$ cat src/rtl/gpr_wb_arbiter.sv
`default_nettype none
// ============================================================================
// Module   : gpr_wb_arbiter
// Purpose  : Round-robin writeback arbiter between the ALU and the LSU for the
//            general-purpose register file. The winner's result is registered
//            and written (one cycle later), a commit pulse with the PC is
//            exported, a retired-instruction counter is kept, and a 32-entry
//            pending-write scoreboard is maintained.
// Revision : 1.0 - initial release
// ----------------------------------------------------------------------------
// Ports
//   clk, rst_n          : clock, synchronous active-low reset
//   alu_valid/ready     : ALU writeback handshake (rd, data, pc payload)
//   lsu_valid/ready     : LSU load-return handshake (rd, data, pc payload)
//   mark_valid/mark_rd  : issue stage reserves a destination register
//   rf_wen/waddr/wdata  : GPR write port (never writes x0)
//   commit_valid/pc     : one instruction retired, with its PC
//   pending             : scoreboard, bit i = register i has a write in flight
//   commit_cnt          : 64-bit retired-instruction counter
// ============================================================================
module gpr_wb_arbiter #(
   parameter int XLEN = 64
) (
   input  logic            clk,
   input  logic            rst_n,

   input  logic            alu_valid,
   output logic            alu_ready,
   input  logic [4:0]      alu_rd,
   input  logic [XLEN-1:0] alu_data,
   input  logic [XLEN-1:0] alu_pc,

   input  logic            lsu_valid,
   output logic            lsu_ready,
   input  logic [4:0]      lsu_rd,
   input  logic [XLEN-1:0] lsu_data,
   input  logic [XLEN-1:0] lsu_pc,

   input  logic            mark_valid,
   input  logic [4:0]      mark_rd,

   output logic            rf_wen,
   output logic [4:0]      rf_waddr,
   output logic [XLEN-1:0] rf_wdata,

   output logic            commit_valid,
   output logic [XLEN-1:0] commit_pc,

   output logic [31:0]     pending,
   output logic [63:0]     commit_cnt
);

   // Identity of the requester that won the most recent contested grant.
   typedef enum logic {
      RR_ALU = 1'b0,
      RR_LSU = 1'b1
   } rr_t;

   rr_t             rr_last;
   logic            wen_q;
   logic            commit_q;
   logic [4:0]      waddr_q;
   logic [XLEN-1:0] wdata_q;
   logic [XLEN-1:0] pc_q;
   logic [31:0]     pending_q;
   logic [63:0]     cnt_q;

   logic            alu_hs;
   logic            lsu_hs;
   logic            hs;
   logic            contested;
   logic [4:0]      hs_rd;
   logic [XLEN-1:0] hs_data;
   logic [XLEN-1:0] hs_pc;
   logic [31:0]     set_mask;
   logic [31:0]     clr_mask;
   logic [31:0]     pending_next;

   // ------------------------------------------------------------------------
   // Grant: purely a function of the valids, reset and the round-robin bit.
   // ------------------------------------------------------------------------
   assign contested = alu_valid && lsu_valid;

   always_comb begin
      alu_ready = 1'b0;
      lsu_ready = 1'b0;
      if (rst_n) begin
         if (contested) begin
            // The side that lost the previous contest wins this one.
            if (rr_last == RR_ALU) begin
               lsu_ready = 1'b1;
            end else begin
               alu_ready = 1'b1;
            end
         end else begin
            alu_ready = alu_valid;
            lsu_ready = lsu_valid;
         end
      end
   end

   assign alu_hs  = alu_valid && alu_ready;
   assign lsu_hs  = lsu_valid && lsu_ready;
   assign hs      = alu_hs || lsu_hs;

   assign hs_rd   = lsu_hs ? lsu_rd   : alu_rd;
   assign hs_data = lsu_hs ? lsu_data : alu_data;
   assign hs_pc   = lsu_hs ? lsu_pc   : alu_pc;

   // ------------------------------------------------------------------------
   // Scoreboard: the set is OR-ed in after the clear, so a reservation of a
   // register that is retiring in the same cycle survives. Bit 0 is tied off.
   // ------------------------------------------------------------------------
   always_comb begin
      set_mask = 32'd0;
      clr_mask = 32'd0;
      if (mark_valid) begin
         set_mask = 32'd1 << mark_rd;
      end
      if (hs) begin
         clr_mask = 32'd1 << hs_rd;
      end
      pending_next    = (pending_q & ~clr_mask) | set_mask;
      pending_next[0] = 1'b0;
   end

   // ------------------------------------------------------------------------
   // State
   // ------------------------------------------------------------------------
   always_ff @(posedge clk) begin
      if (!rst_n) begin
         rr_last   <= RR_ALU;
         wen_q     <= 1'b0;
         commit_q  <= 1'b0;
         waddr_q   <= 5'd0;
         wdata_q   <= '0;
         pc_q      <= '0;
         pending_q <= 32'd0;
         cnt_q     <= 64'd0;
      end else begin
         wen_q     <= hs && (hs_rd != 5'd0);
         commit_q  <= hs;
         pending_q <= pending_next;
         if (hs) begin
            waddr_q <= hs_rd;
            wdata_q <= hs_data;
            pc_q    <= hs_pc;
            cnt_q   <= cnt_q + 64'd1;
         end
         if (contested) begin
            rr_last <= alu_hs ? RR_ALU : RR_LSU;
         end
      end
   end

   // The write/commit strobes are masked by rst_n so that a result captured
   // just before reset asserts never produces a pulse while reset is low.
   assign rf_wen       = wen_q && rst_n;
   assign commit_valid = commit_q && rst_n;
   assign rf_waddr     = waddr_q;
   assign rf_wdata     = wdata_q;
   assign commit_pc    = pc_q;
   assign pending      = pending_q;
   assign commit_cnt   = cnt_q;

endmodule
`default_nettype wire

$ cat config.mk
export PLATFORM = sky130hd
export DESIGN_NAME = gpr_wb_arbiter
export DESIGN_NICKNAME = d
export VERILOG_FILES = /design/src/rtl/gpr_wb_arbiter.sv
export SDC_FILE = /design/constraint.sdc
export NUM_CORES = 1
export LEC_CHECK = 0
export BUFFER_PORTS_ARGS = -buffer_cell sky130_fd_sc_hd__clkbuf_2
export CAP_MARGIN = 5
export CELL_PAD_IN_SITES_DETAIL_PLACEMENT = 1
export CELL_PAD_IN_SITES_GLOBAL_PLACEMENT = 1
export CORE_AREA = 4 4 196 198
export DETAILED_ROUTE_END_ITERATION = 10
export DIE_AREA = 0 0 200 202
export PLACE_DENSITY_LB_ADDON = 0.1
export SETUP_SLACK_MARGIN = 0.3
export SYNTH_ARGS = -nofsm -noshare
export SYNTH_HDL_FRONTEND = slang
export SYNTH_SLANG_ARGS = --single-unit
export TNS_END_PERCENT = 50
$ cat constraint.sdc
create_clock -name clk -period 2.4 [get_ports clk]
set_input_delay 0.48 -clock clk [delete_from_list [all_inputs] [get_ports clk]]
set_output_delay 0.48 -clock clk [all_outputs]
set_load 0.01 [all_outputs]
==> metrics.log, run 1 <==
INFO  metric run_status = finished, final reports clean
INFO  metric syn-num-nets = 1,585
INFO  metric clock.fmax = 0.494 GHz
INFO  metric path_delay_family = simple AND/OR/NAND/NOR gates
INFO  metric clk_pin_slew = 60 ps
INFO  metric place.detailed.hpwl = 35,400 um
INFO  metric stdcell_count = 2,304
INFO  metric period_utilization_post_route = 0.843
INFO  metric area_growth = 44.6%
INFO  metric timing.hold.ws = 154 ps
INFO  metric power_per_cell_area = 698 nW/um^2
INFO  metric holdBufCountCts = 0
INFO  metric final.setup.tns = 0 ps
INFO  metric clock_tree_from_tritoncts = done
INFO  metric vias = 11,574
INFO  metric startpoint_type = flop
INFO  metric syn_avg_cell_area = 7.87 sq um
INFO  metric synth.cells.most_frequent = nand2_1 (323), dfxtp_1 (231), nor2_1 (176)
INFO  metric worstHoldPathType = in2reg
INFO  metric post-synth-top-area-fraction = 0.449
INFO  metric ir_worst_vdd = 552 uV
INFO  metric grt_max_degree = 133
INFO  metric crit_path_top_delay_cell = or4_1
INFO  metric std_cell_rows = 70
INFO  metric synth-seq-area-share = 0.449
INFO  metric clk_latency = 560 ps
INFO  metric first_pass_grt_wire_length = 69,200 um
INFO  metric layout-drive-gt1-share = 0.359
INFO  metric drv_slew = 0
INFO  metric ys.warnings.count = 0
INFO  metric critPathArrivalTime = 2520 ps
INFO  metric timing.final.hold_violations = 0
INFO  metric grt_usage = 0.216
INFO  metric place.gp.congestion = 0.822
INFO  metric ys_dominant_reg_cell = dfxtp_1
INFO  metric placed_cells_incl_taps = 2,228
INFO  metric number_of_nets_with_antenna_violations_after_detailed_routing = 0
INFO  metric fill_cells = 4,538
INFO  metric average_routed_wire_per_standard_cell = 20.3 um
INFO  metric yosys_register_bits = 231
INFO  metric die-height = 202 um
INFO  metric drtIter0Drc = 442
INFO  metric vias_per_cell = 5.02
INFO  metric boundaryPins = 509
INFO  metric timing.final.crit_period = 2020 ps
INFO  metric end_kind = flop
INFO  metric syn-cell-area = 10,300 sq um
INFO  metric clock-sinks = 231
INFO  metric synth-edff-count = 0
INFO  metric crit_path_max_fanout = 9
INFO  metric clock_tree.buffer_depth = 3
INFO  metric yosys.cell_types.count = 50
INFO  metric fp.dieArea = 40,400 sq um
INFO  metric synth_largest_area_cell = dfxtp_1
INFO  metric number_of_global_route_vias_before_repair = 11,597
INFO  metric cell_chain_critical_path = nand4_1, buf_4, nor4_4, nand4_4, buf_12, or4_1, a21oi_1
INFO  metric die_x = 200 um
INFO  metric required = 2900 ps
INFO  metric final_net_count = 2,084
INFO  metric clock-root-buffer = clkbuf_16
INFO  metric async_flop_share = 0
INFO  metric drc = 0
INFO  metric routed_wirelength = 46,800 um
INFO  metric power.leakage = 6.67 nW
INFO  metric total_core_area = 36,500 sq um
INFO  metric finalSetupViolations = 0
INFO  metric max_capacitance_violation_count = 0
INFO  metric cts_made_buffers = 30
INFO  metric worstPathBufferInverterCount = 2
INFO  metric postSynthCellCount = 1,308
INFO  metric buffer_ports.inserted = 507
INFO  metric grt-ovfl-total = 0
INFO  metric firstDrtPassIters = 5
INFO  metric initial_core_util = 0.282
INFO  metric yosysMostFrequentCell = nand2_1
INFO  metric rsz0062_at_grt = true
INFO  metric path_class = reg2reg
INFO  metric ys_top_cells_by_area = dfxtp_1 (45%), nand2_1 (12%), a311oi_1 (11%)
INFO  metric max_slew_margin = 0.569
INFO  metric timing_worst_slew_pin_value = 647 ps
INFO  metric cts_htree_levels = 1
INFO  metric grt_antenna_before_repair = 9
INFO  metric critPathMaxStageDelay = 500 ps
INFO  metric skew = 9.46 ps
-- state kept, by name, indices dropped and copies added, names as in the netlist --
register and flops:
pending 31, commit_pc 64, rr_last 1, rf_waddr 5, commit_cnt 64, wen_q 1
rf_wdata 64, commit_q 1
-- worst reg2reg max path: stages, from the launching register on --
cell	delay, ps
dfxtp_4	370
nand4_1	100
buf_4	170
nor4_4	350
nand4_4	140
buf_12	170
or4_1	500
a21oi_1	160
-- cells in the final DEF (no fill, tap or decap), types with 4 or more instances in the layout --
master     instances
nor4_4             5
inv_1             10
nand3_1           24
a211oi_1           9
or3_1             19
nand2b_1           5
bufinv_16          5
clkbuf_2         506
nor2_1           175
clkbuf_1           5
a2111oi_0          6
clkinv_2           8
xor2_1            29
and2_1            10
nand2_1          322
a31oi_1           16
buf_12            14
a311oi_1         132
dfxtp_2           14
and4_1             4
or4_1              9
clkbuf_16         32
clkbuf_8           6
nor3b_1            5
o31ai_1            8
buf_4             46
xnor2_1            6
diode_2            5
dfxtp_1          215
and3_1             5
nand4_1           25
nor2b_1            8
a21oi_1           60
o21ai_0           50
-- cell type report --
cell class | instances | area [sq um] | share of cell area
diodes | 5 | 12.5 | 0.000840
clock buffers | 42 | 877 | 0.0589
clock inverters | 14 | 198 | 0.0133
inverters | 13 | 73.8 | 0.00496
multi-input cells | 964 | 5320 | 0.357
flip-flops and latches | 231 | 4650 | 0.312
well taps | 468 | 586 | 0.0393
repair buffers | 567 | 3180 | 0.214
-- what timing repair did --
action	4_1_cts	5_1_grt
gates cloned	0	1
pin swaps	3	15
setup endpoints to repair	17	25
resized for setup	6	32
setup buffers	3	11
-- worst paths after layout --
kind,from,end,slack (ps),depth (start not counted)
max,commit_cnt[18],commit_cnt[57],380,7
min,lsu_pc[17],commit_pc[17],150,3
max reg2reg,commit_cnt[18],commit_cnt[57],380,7
min reg2reg,pending[22],pending[22],480,2
-- layer usage --
layer	GRT usage	vias to the layer above	part of all wire	wire length (um)
met1	0.255	5503	0.39	18400
met3	0.0723	86	0.079	3710
met2	0.360	334	0.49	22700
met5	0	-	0.0013	60
met4	0.0893	8	0.040	1850
li1	-	5643	-	-
-- power breakdown --
group | leakage (nW) | switching (mW) | internal [mW]
Combinational | 4.24 | 0.820 | 0.562
Clock | 0.533 | 1.81 | 3.07
Sequential | 1.90 | 0.108 | 4.03
Total | 6.67 | 2.74 | 7.66
-- logic make-up (layout without fill, tap and decap cells) --
logic type / Yosys count / in the layout / synth area share
AOI/OAI and AO/OA: 292 / 292 / 0.202
xor gates and xnor gates: 35 / 35 / 0.0298
adders and majority gates: 1 / 1 / 0.00121
buffers and inverters: 113 / 636 / 0.0436
DFF: 231 / 231 / 0.449
other: 1 / 6 / 0.000364
and+or+nand+nor: 635 / 635 / 0.274
-- stage by stage --
stage	utilization	cell area [sq um]	power, mW	setup slack, ps
final	0.408	14900	10.4	376
after global routing	0.408	14900	10.8	275
after CTS	0.402	14700	10.5	291
after detailed placement	0.371	13600	5.62	186
after global placement	0.371	13600	5.59	267
after floorplan	-	10300	4.87	407
No activity file was read; power rests on OpenSTA's default activity.
==> run 2, diff against run 1 <==
- CORE_AREA: 4 4 196 198 -> default
- CORE_ASPECT_RATIO: default -> 0.75
- CORE_MARGIN: default -> 4
- CORE_UTILIZATION: default -> 29
- DIE_AREA: 0 0 200 202 -> default
- clock period: 2.4 -> 1.7 ns (I/O delays scaled with it)
==> metrics.log, run 2 (synthesized netlist as in run 1, its figures left out) <==
INFO  metric number_of_nets_with_antenna_violations_after_detailed_routing = 0 (unchanged)
INFO  metric grt_antenna_before_repair = 6 (-3)
INFO  metric violations = negative setup slack
INFO  metric end_kind = flop
INFO  metric average_routed_wire_per_standard_cell = 23.6 um (+16%)
INFO  metric boundaryPins = 509 (unchanged)
INFO  metric finalCoreUtilization = 0.580 (+0.172)
INFO  metric timing.final.crit_period = 1990 ps (-38.1 ps)
INFO  metric crit_path_top_delay_cell = dfxtp_4
INFO  metric path_class = reg2reg
INFO  metric drv_slew = 0 (unchanged)
INFO  metric rsz0062_at_grt = true
INFO  metric ff2ff_path_depth = 9 (+2)
INFO  metric power_report.internal_total = 10.8 mW (+41%)
INFO  metric vias = 13,389 (+16%)
INFO  metric clock.fmax = 0.503 GHz (+1.9%)
INFO  metric power_per_cell_area = 751 nW/um^2 (+7.7%)
INFO  metric worstPathBufferInverterCount = 3 (+1)
INFO  metric timing.rr.end = commit_cnt[54]
INFO  metric grt_max_degree = 48 (-64%)
INFO  metric vias_per_cell = 5.31 (+5.7%)
INFO  metric proportion_of_power_drawn_by_flip_flops_and_latches = 0.385 (-0.013)
INFO  metric buffer_ports.inserted = 507 (unchanged)
INFO  metric timing_worst_slew_pin_value = 863 ps (+216 ps)
INFO  metric critical_path.reg2reg.startpoint = commit_cnt[1]
INFO  metric final_net_count = 2,322 (+11%)
INFO  metric mostFrequentLayoutCell = clkbuf_2
INFO  metric period_utilization_post_route = 1.17 (+0.325)
INFO  metric worstHoldStart = lsu_pc[9]
INFO  metric finalSetupViolations = 198 (+198)
INFO  metric first_pass_grt_wire_length = 82,800 um (+20%)
INFO  metric power_frac_comb = 0.229 (+0.096)
INFO  metric std_cell_rows = 59 (-16%)
INFO  metric hold_end = commit_pc[9]
INFO  metric clock-sinks = 231 (unchanged)
INFO  metric routed_wirelength = 59,400 um (+27%)
INFO  metric critical_path.most_common_cell = buf_4
INFO  metric critPathMaxStageDelay = 360 ps (-140 ps)
INFO  metric number_of_global_route_vias_before_repair = 13,778 (+19%)
INFO  metric netsw = 4.43 mW (+62%)
INFO  metric clk_latency = 540 ps (-20 ps)
INFO  metric required = 2120 ps (-780 ps)
INFO  metric place.detailed.hpwl = 36,800 um (+4.1%)
INFO  metric clock-root-buffer = clkbuf_16
INFO  metric startpoint_type = flop
INFO  metric number_of_cells_on_the_worst_hold_path = 3 (unchanged)
INFO  metric clock_tree_from_tritoncts = done
INFO  metric firstDrtPassIters = 5 (unchanged)
INFO  metric critPathArrivalTime = 2410 ps (-110 ps)
INFO  metric place.gp.congestion = 0.838 (+1.9%)
INFO  metric cell_chain_critical_path = ha_4, o211ai_1, nor3_2, buf_4, nand4_1, buf_4, buf_4, o31ai_1, a21oi_2
INFO  metric cts_htree_levels = 1 (unchanged)
INFO  metric ir_worst_vdd = 660 uV (+20%)
INFO  metric drtIter0Drc = 607 (+37%)
INFO  metric crit_path_max_fanout = 4 (-5)
INFO  metric max_capacitance_violation_count = 0 (unchanged)
INFO  metric grt_usage = 0.274 (+0.0572)
INFO  metric max_slew_margin = 0.424 (-0.145)
INFO  metric setup_slack = -286 ps (-662 ps)
INFO  metric place_worst_setup_slack = -338 ps (-524 ps)
INFO  metric drc = 0 (unchanged)
INFO  metric layout-drive-gt1-share = 0.608 (+0.249)
INFO  metric p_clk_frac = 0.386 (-0.083)
INFO  metric power.leakage = 8.99 nW (+35%)
INFO  metric die_x = 226 um (+13%)
INFO  metric initial_core_util = 0.296 (+0.0136)
INFO  metric clock_tree.buffer_depth = 3 (unchanged)
INFO  metric area_growth = 96.2%
INFO  metric fp.dieArea = 38,600 sq um (-4.4%)
INFO  metric clk_pin_slew = 60 ps (about the same)
INFO  metric total_core_area = 34,800 sq um (-4.6%)
INFO  metric setup.reg_to_reg.worst_slack = -290 ps (-660 ps)
INFO  metric timing.final.hold_violations = 0 (unchanged)
INFO  metric layout.cells.most_common_list = clkbuf_2 (503), dfxtp_1 (201), nor2_1 (176), buf_4 (161), nand2_1 (138)
INFO  metric power.share.switching = 0.291 (+0.0282)
INFO  metric worstHoldPathType = in2reg
INFO  metric die-height = 171 um (-15%)
INFO  metric path_delay_family = compound AO/OA/AOI/OAI gates
INFO  metric cts_made_buffers = 27 (-10%)
INFO  metric cp-startpoint = commit_cnt[1]
INFO  metric run_status = complete, but fails checks
INFO  metric holdBufCountCts = 0 (unchanged)
INFO  metric skew = 13.5 ps (+4.03 ps)
INFO  metric grt-ovfl-total = 0 (unchanged)
==> run 2: cell count changes in the layout (fill, tap and decap cells not counted), sizes merged, moves of 2 or more <==
| cell | delta |
|---|---|
| buf | +234 |
| clkinv | -4 |
| bufinv | -3 |
| bufbuf | +2 |
==> run 2: worst max path at each step <==
stage                     end  slack [ps]  cells past startpoint
2_1_floorplan  commit_cnt[40]        -120                      7
3_3_place_gp   commit_cnt[60]        -260                      8
3_5_place_dp   commit_cnt[38]        -340                      8
4_1_cts        commit_cnt[38]        -260                      9
5_1_grt        commit_cnt[54]        -410                      9
6_report       commit_cnt[54]        -290                      9
==> run 2: layout make-up <==
| cell class | instances | area (sq um) |
|---|---|---|
| tap | 457 | 572 |
| timing repair buffer | 805 | 6470 |
| clock inverter | 4 | 70.1 |
| inverter | 13 | 73.8 |
| fill | 4027 | 14600 |
| timing repair inverter | 2 | 32.5 |
| antenna | 4 | 10.0 |
| clock buffer | 40 | 785 |
| sequential | 231 | 4680 |
| multi-input combinational | 965 | 7520 |
==> run 2: timing repair <==
action,CTS,global route
gates cloned,43,4
gates resized for setup,254,403
setup endpoints to repair,343,409
pin swaps,172,244
setup buffers,60,21
==> run 2: power groups by stage <==
stage	logic [mW]	registers, mW	clock network (mW)
3_5_place_dp	2.08	5.95	0
2_1_floorplan	0.888	6.06	0
3_3_place_gp	2.04	5.94	0
4_1_cts	2.85	5.83	5.96
5_1_grt	3.68	5.87	6.19
6_report	3.48	5.84	5.86
==> run 2: worst register-to-register path, delay by kind of cell, from the launching register on <==
kind	cells	cell delay (ps)
flops	1	360
compound gates	3	540
simple gates	2	330
buf+inv	3	500
fa+ha+maj	1	150
==> run 2: routing by layer <==
layer | routed length, um | up-vias | share of wire | global-route usage
met5 | 21 | - | 0.00035 | 0
met3 | 3340 | 147 | 0.056 | 0.0633
met4 | 2550 | 4 | 0.043 | 0.0862
met2 | 30300 | 431 | 0.51 | 0.487
li1 | - | 6174 | - | -
met1 | 23200 | 6633 | 0.39 | 0.329
==> run 2: through the flow <==
stage	power [mW]	TNS (ps)	hold WS (ps)	std cells	cell area [sq um]
2_1_floorplan	6.95	-2040	489	1308	10700
3_3_place_gp	7.98	-21210	464	2345	14800
3_5_place_dp	8.03	-29800	473	2345	14800
4_1_cts	14.6	-9350	11.0	2492	18200
5_1_grt	15.7	-33250	30.9	2520	20200
6_report	15.2	-20140	44.5	2521	20200
==> run 3, diff against run 2 <==
- PLACE_DENSITY: default -> 0.79
- PLACE_DENSITY_LB_ADDON: 0.1 -> default
==> metrics.log, run 3 (synthesized netlist as in run 1, its figures left out) <==
INFO  metric std_cell_rows = 59 (unchanged)
INFO  metric power_frac_comb = 0.206 (-0.023)
INFO  metric fin_area = 19,300 sq um (-4.4%)
INFO  metric power_per_cell_area = 817 nW/um^2 (+8.8%)
INFO  metric average_routed_wire_per_standard_cell = 27.2 um (+15%)
INFO  metric placed_cells_incl_taps = 2,334 (-0.47%)
INFO  metric netsw = 4.74 mW (+7.1%)
INFO  metric cell_chain_critical_path = nand4_1, buf_6, nor3_4, buf_6, nand4_1, or3_1, a21oi_2
INFO  metric grt_antenna_before_repair = 8 (+2)
INFO  metric required = 2180 ps (+60 ps)
INFO  metric end_kind = flop
INFO  metric firstDrtPassIters = 5 (unchanged)
INFO  metric crit_path_max_fanout = 6 (+2)
INFO  metric final.setup.tns = -12,700 ps (+7440 ps)
INFO  metric layout.cells.most_common_list = clkbuf_2 (503), nand2_1 (201), dfxtp_1 (195), nor2_1 (173), buf_4 (148)
INFO  metric run_status = complete, but fails checks
INFO  metric power.share.switching = 0.300 (+0.00878)
INFO  metric drtIter0Drc = 1,078 (+78%)
INFO  metric critical_path.reg2reg.startpoint = commit_cnt[13]
INFO  metric p_clk_frac = 0.422 (+0.036)
INFO  metric final_net_count = 2,277 (-1.9%)
INFO  metric clock.fmax = 0.495 GHz (-1.7%)
INFO  metric number_of_cells_on_the_worst_hold_path = 3 (unchanged)
INFO  metric proportion_of_power_drawn_by_flip_flops_and_latches = 0.372 (-0.013)
INFO  metric initial_core_util = 0.296 (unchanged)
INFO  metric startpoint_type = flop
INFO  metric grt_max_degree = 53 (+10%)
INFO  metric mostFrequentLayoutCell = clkbuf_2
INFO  metric clock_tree_from_tritoncts = done
INFO  metric fp.dieArea = 38,600 sq um (unchanged)
INFO  metric cts_made_buffers = 26 (-3.7%)
INFO  metric clock-root-buffer = clkbuf_16
INFO  metric area_growth = 87.6%
INFO  metric max_slew_margin = 0.396 (-0.0276)
INFO  metric skew = 16.9 ps (+3.39 ps)
INFO  metric setup_slack = -319 ps (-33.4 ps)
INFO  metric routed_wirelength = 67,500 um (+14%)
INFO  metric finalSetupViolations = 141 (-29%)
INFO  metric clock-sinks = 231 (unchanged)
INFO  metric timing_worst_slew_pin_value = 903 ps (+39.8 ps)
INFO  metric holdBufCountCts = 0 (unchanged)
INFO  metric critPathMaxStageDelay = 510 ps (+150 ps)
INFO  metric clk_pin_slew = 70 ps (about the same)
INFO  metric setup.reg_to_reg.worst_slack = -320 ps (-30 ps)
INFO  metric hold_end = commit_pc[54]
INFO  metric stdcell_count = 2,487 (-1.3%)
INFO  metric boundaryPins = 509 (unchanged)
INFO  metric ff2ff_path_depth = 7 (-2)
INFO  metric crit_path_top_delay_cell = or3_1
INFO  metric worstPathBufferInverterCount = 2 (-1)
INFO  metric path_delay_family = simple AND/OR/NAND/NOR gates
INFO  metric clock_tree.buffer_depth = 3 (unchanged)
INFO  metric worstHoldStart = alu_pc[54]
INFO  metric number_of_global_route_vias_before_repair = 13,787 (+0.065%)
INFO  metric placed_area = 14,700 sq um (-0.64%)
INFO  metric drv_slew = 0 (unchanged)
INFO  metric die-height = 171 um (unchanged)
INFO  metric timing.rr.end = commit_cnt[53]
INFO  metric period_utilization_post_route = 1.19 (+0.0196)
INFO  metric place.detailed.hpwl = 38,900 um (+5.6%)
INFO  metric clk_latency = 560 ps (+20 ps)
INFO  metric place_worst_setup_slack = -303 ps (+35.8 ps)
INFO  metric path_class = reg2reg
INFO  metric die_x = 226 um (unchanged)
INFO  metric place.gp.congestion = 0.876 (+4.6%)
INFO  metric power_report.internal_total = 11.0 mW (+2.7%)
INFO  metric number_of_nets_with_antenna_violations_after_detailed_routing = 0 (unchanged)
INFO  metric cts_htree_levels = 1 (unchanged)
INFO  metric first_pass_grt_wire_length = 80,600 um (-2.7%)
INFO  metric timing.hold.ws = 39.1 ps (-5.31 ps)
INFO  metric p_total = 15.8 mW (+3.9%)
INFO  metric power.leakage = 8.82 nW (-1.8%)
INFO  metric vias = 14,097 (+5.3%)
INFO  metric critPathArrivalTime = 2500 ps (+90 ps)
INFO  metric finalCoreUtilization = 0.554 (-0.0256)
INFO  metric ir_worst_vdd = 509 uV (-23%)
INFO  metric rsz0062_at_grt = true
INFO  metric timing.final.crit_period = 2020 ps (+33.4 ps)
INFO  metric violations = negative setup slack
INFO  metric total_core_area = 34,800 sq um (unchanged)
INFO  metric max_capacitance_violation_count = 0 (unchanged)
INFO  metric vias_per_cell = 5.67 (+6.7%)
INFO  metric grt-ovfl-total = 0 (unchanged)
INFO  metric timing.final.hold_violations = 0 (unchanged)
INFO  metric drc = 0 (unchanged)
INFO  metric grt_usage = 0.266 (-0.00777)
INFO  metric buffer_ports.inserted = 507 (unchanged)
INFO  metric layout-drive-gt1-share = 0.594 (-0.0142)
INFO  metric worstHoldPathType = in2reg
==> run 3: worst max path at each step <==
stage | depth (start not counted) | end | start
floorplan | 7 | commit_cnt[40] | commit_cnt[1]
CTS | 6 | lsu_ready | rr_last
detailed placement | 7 | commit_cnt[37] | alu_valid
global placement | 7 | commit_cnt[37] | alu_valid
finish | 7 | commit_cnt[53] | commit_cnt[13]
global route | 7 | commit_cnt[53] | commit_cnt[13]
==> run 3: layout make-up <==
class / instances / area (sq um)
Clock buffer: 29 / 703
Fill cell: 3982 / 15500
Antenna cell: 10 / 25.0
Inverter: 13 / 66.3
Tap cell: 457 / 572
Clock inverter: 19 / 270
Multi-Input combinational cell: 966 / 7490
Timing Repair Buffer: 762 / 5510
Sequential cell: 231 / 4690
==> run 3: power groups by stage <==
stage / combinational, mW / clock, mW / sequential, mW
2_1_floorplan: 0.888 / 0 / 6.06
3_3_place_gp: 2.07 / 0 / 5.95
3_5_place_dp: 2.13 / 0 / 5.97
4_1_cts: 2.36 / 6.64 / 5.84
5_1_grt: 3.39 / 6.93 / 5.89
6_report: 3.25 / 6.66 / 5.88
==> run 3: layer usage <==
layer | global-route usage | up-vias | part of all wire
met5 | 0 | - | 0
met4 | 0.113 | 0 | 0.074
met3 | 0.0536 | 265 | 0.071
met2 | 0.471 | 793 | 0.49
met1 | 0.315 | 6964 | 0.36
li1 | - | 6075 | -
==> run 3: tightest hold or removal path, stage by stage <==
cell and delay [ps]:
clkbuf_2 80, nand2_1 50, a311oi_1 70
==> run 3: repair_timing <==
action | in CTS | in global routing
setup buffers | 32 | 40
cloned | 10 | 13
resized for setup | 126 | 472
pin swaps | 58 | 305
setup endpoints to repair | 389 | 421
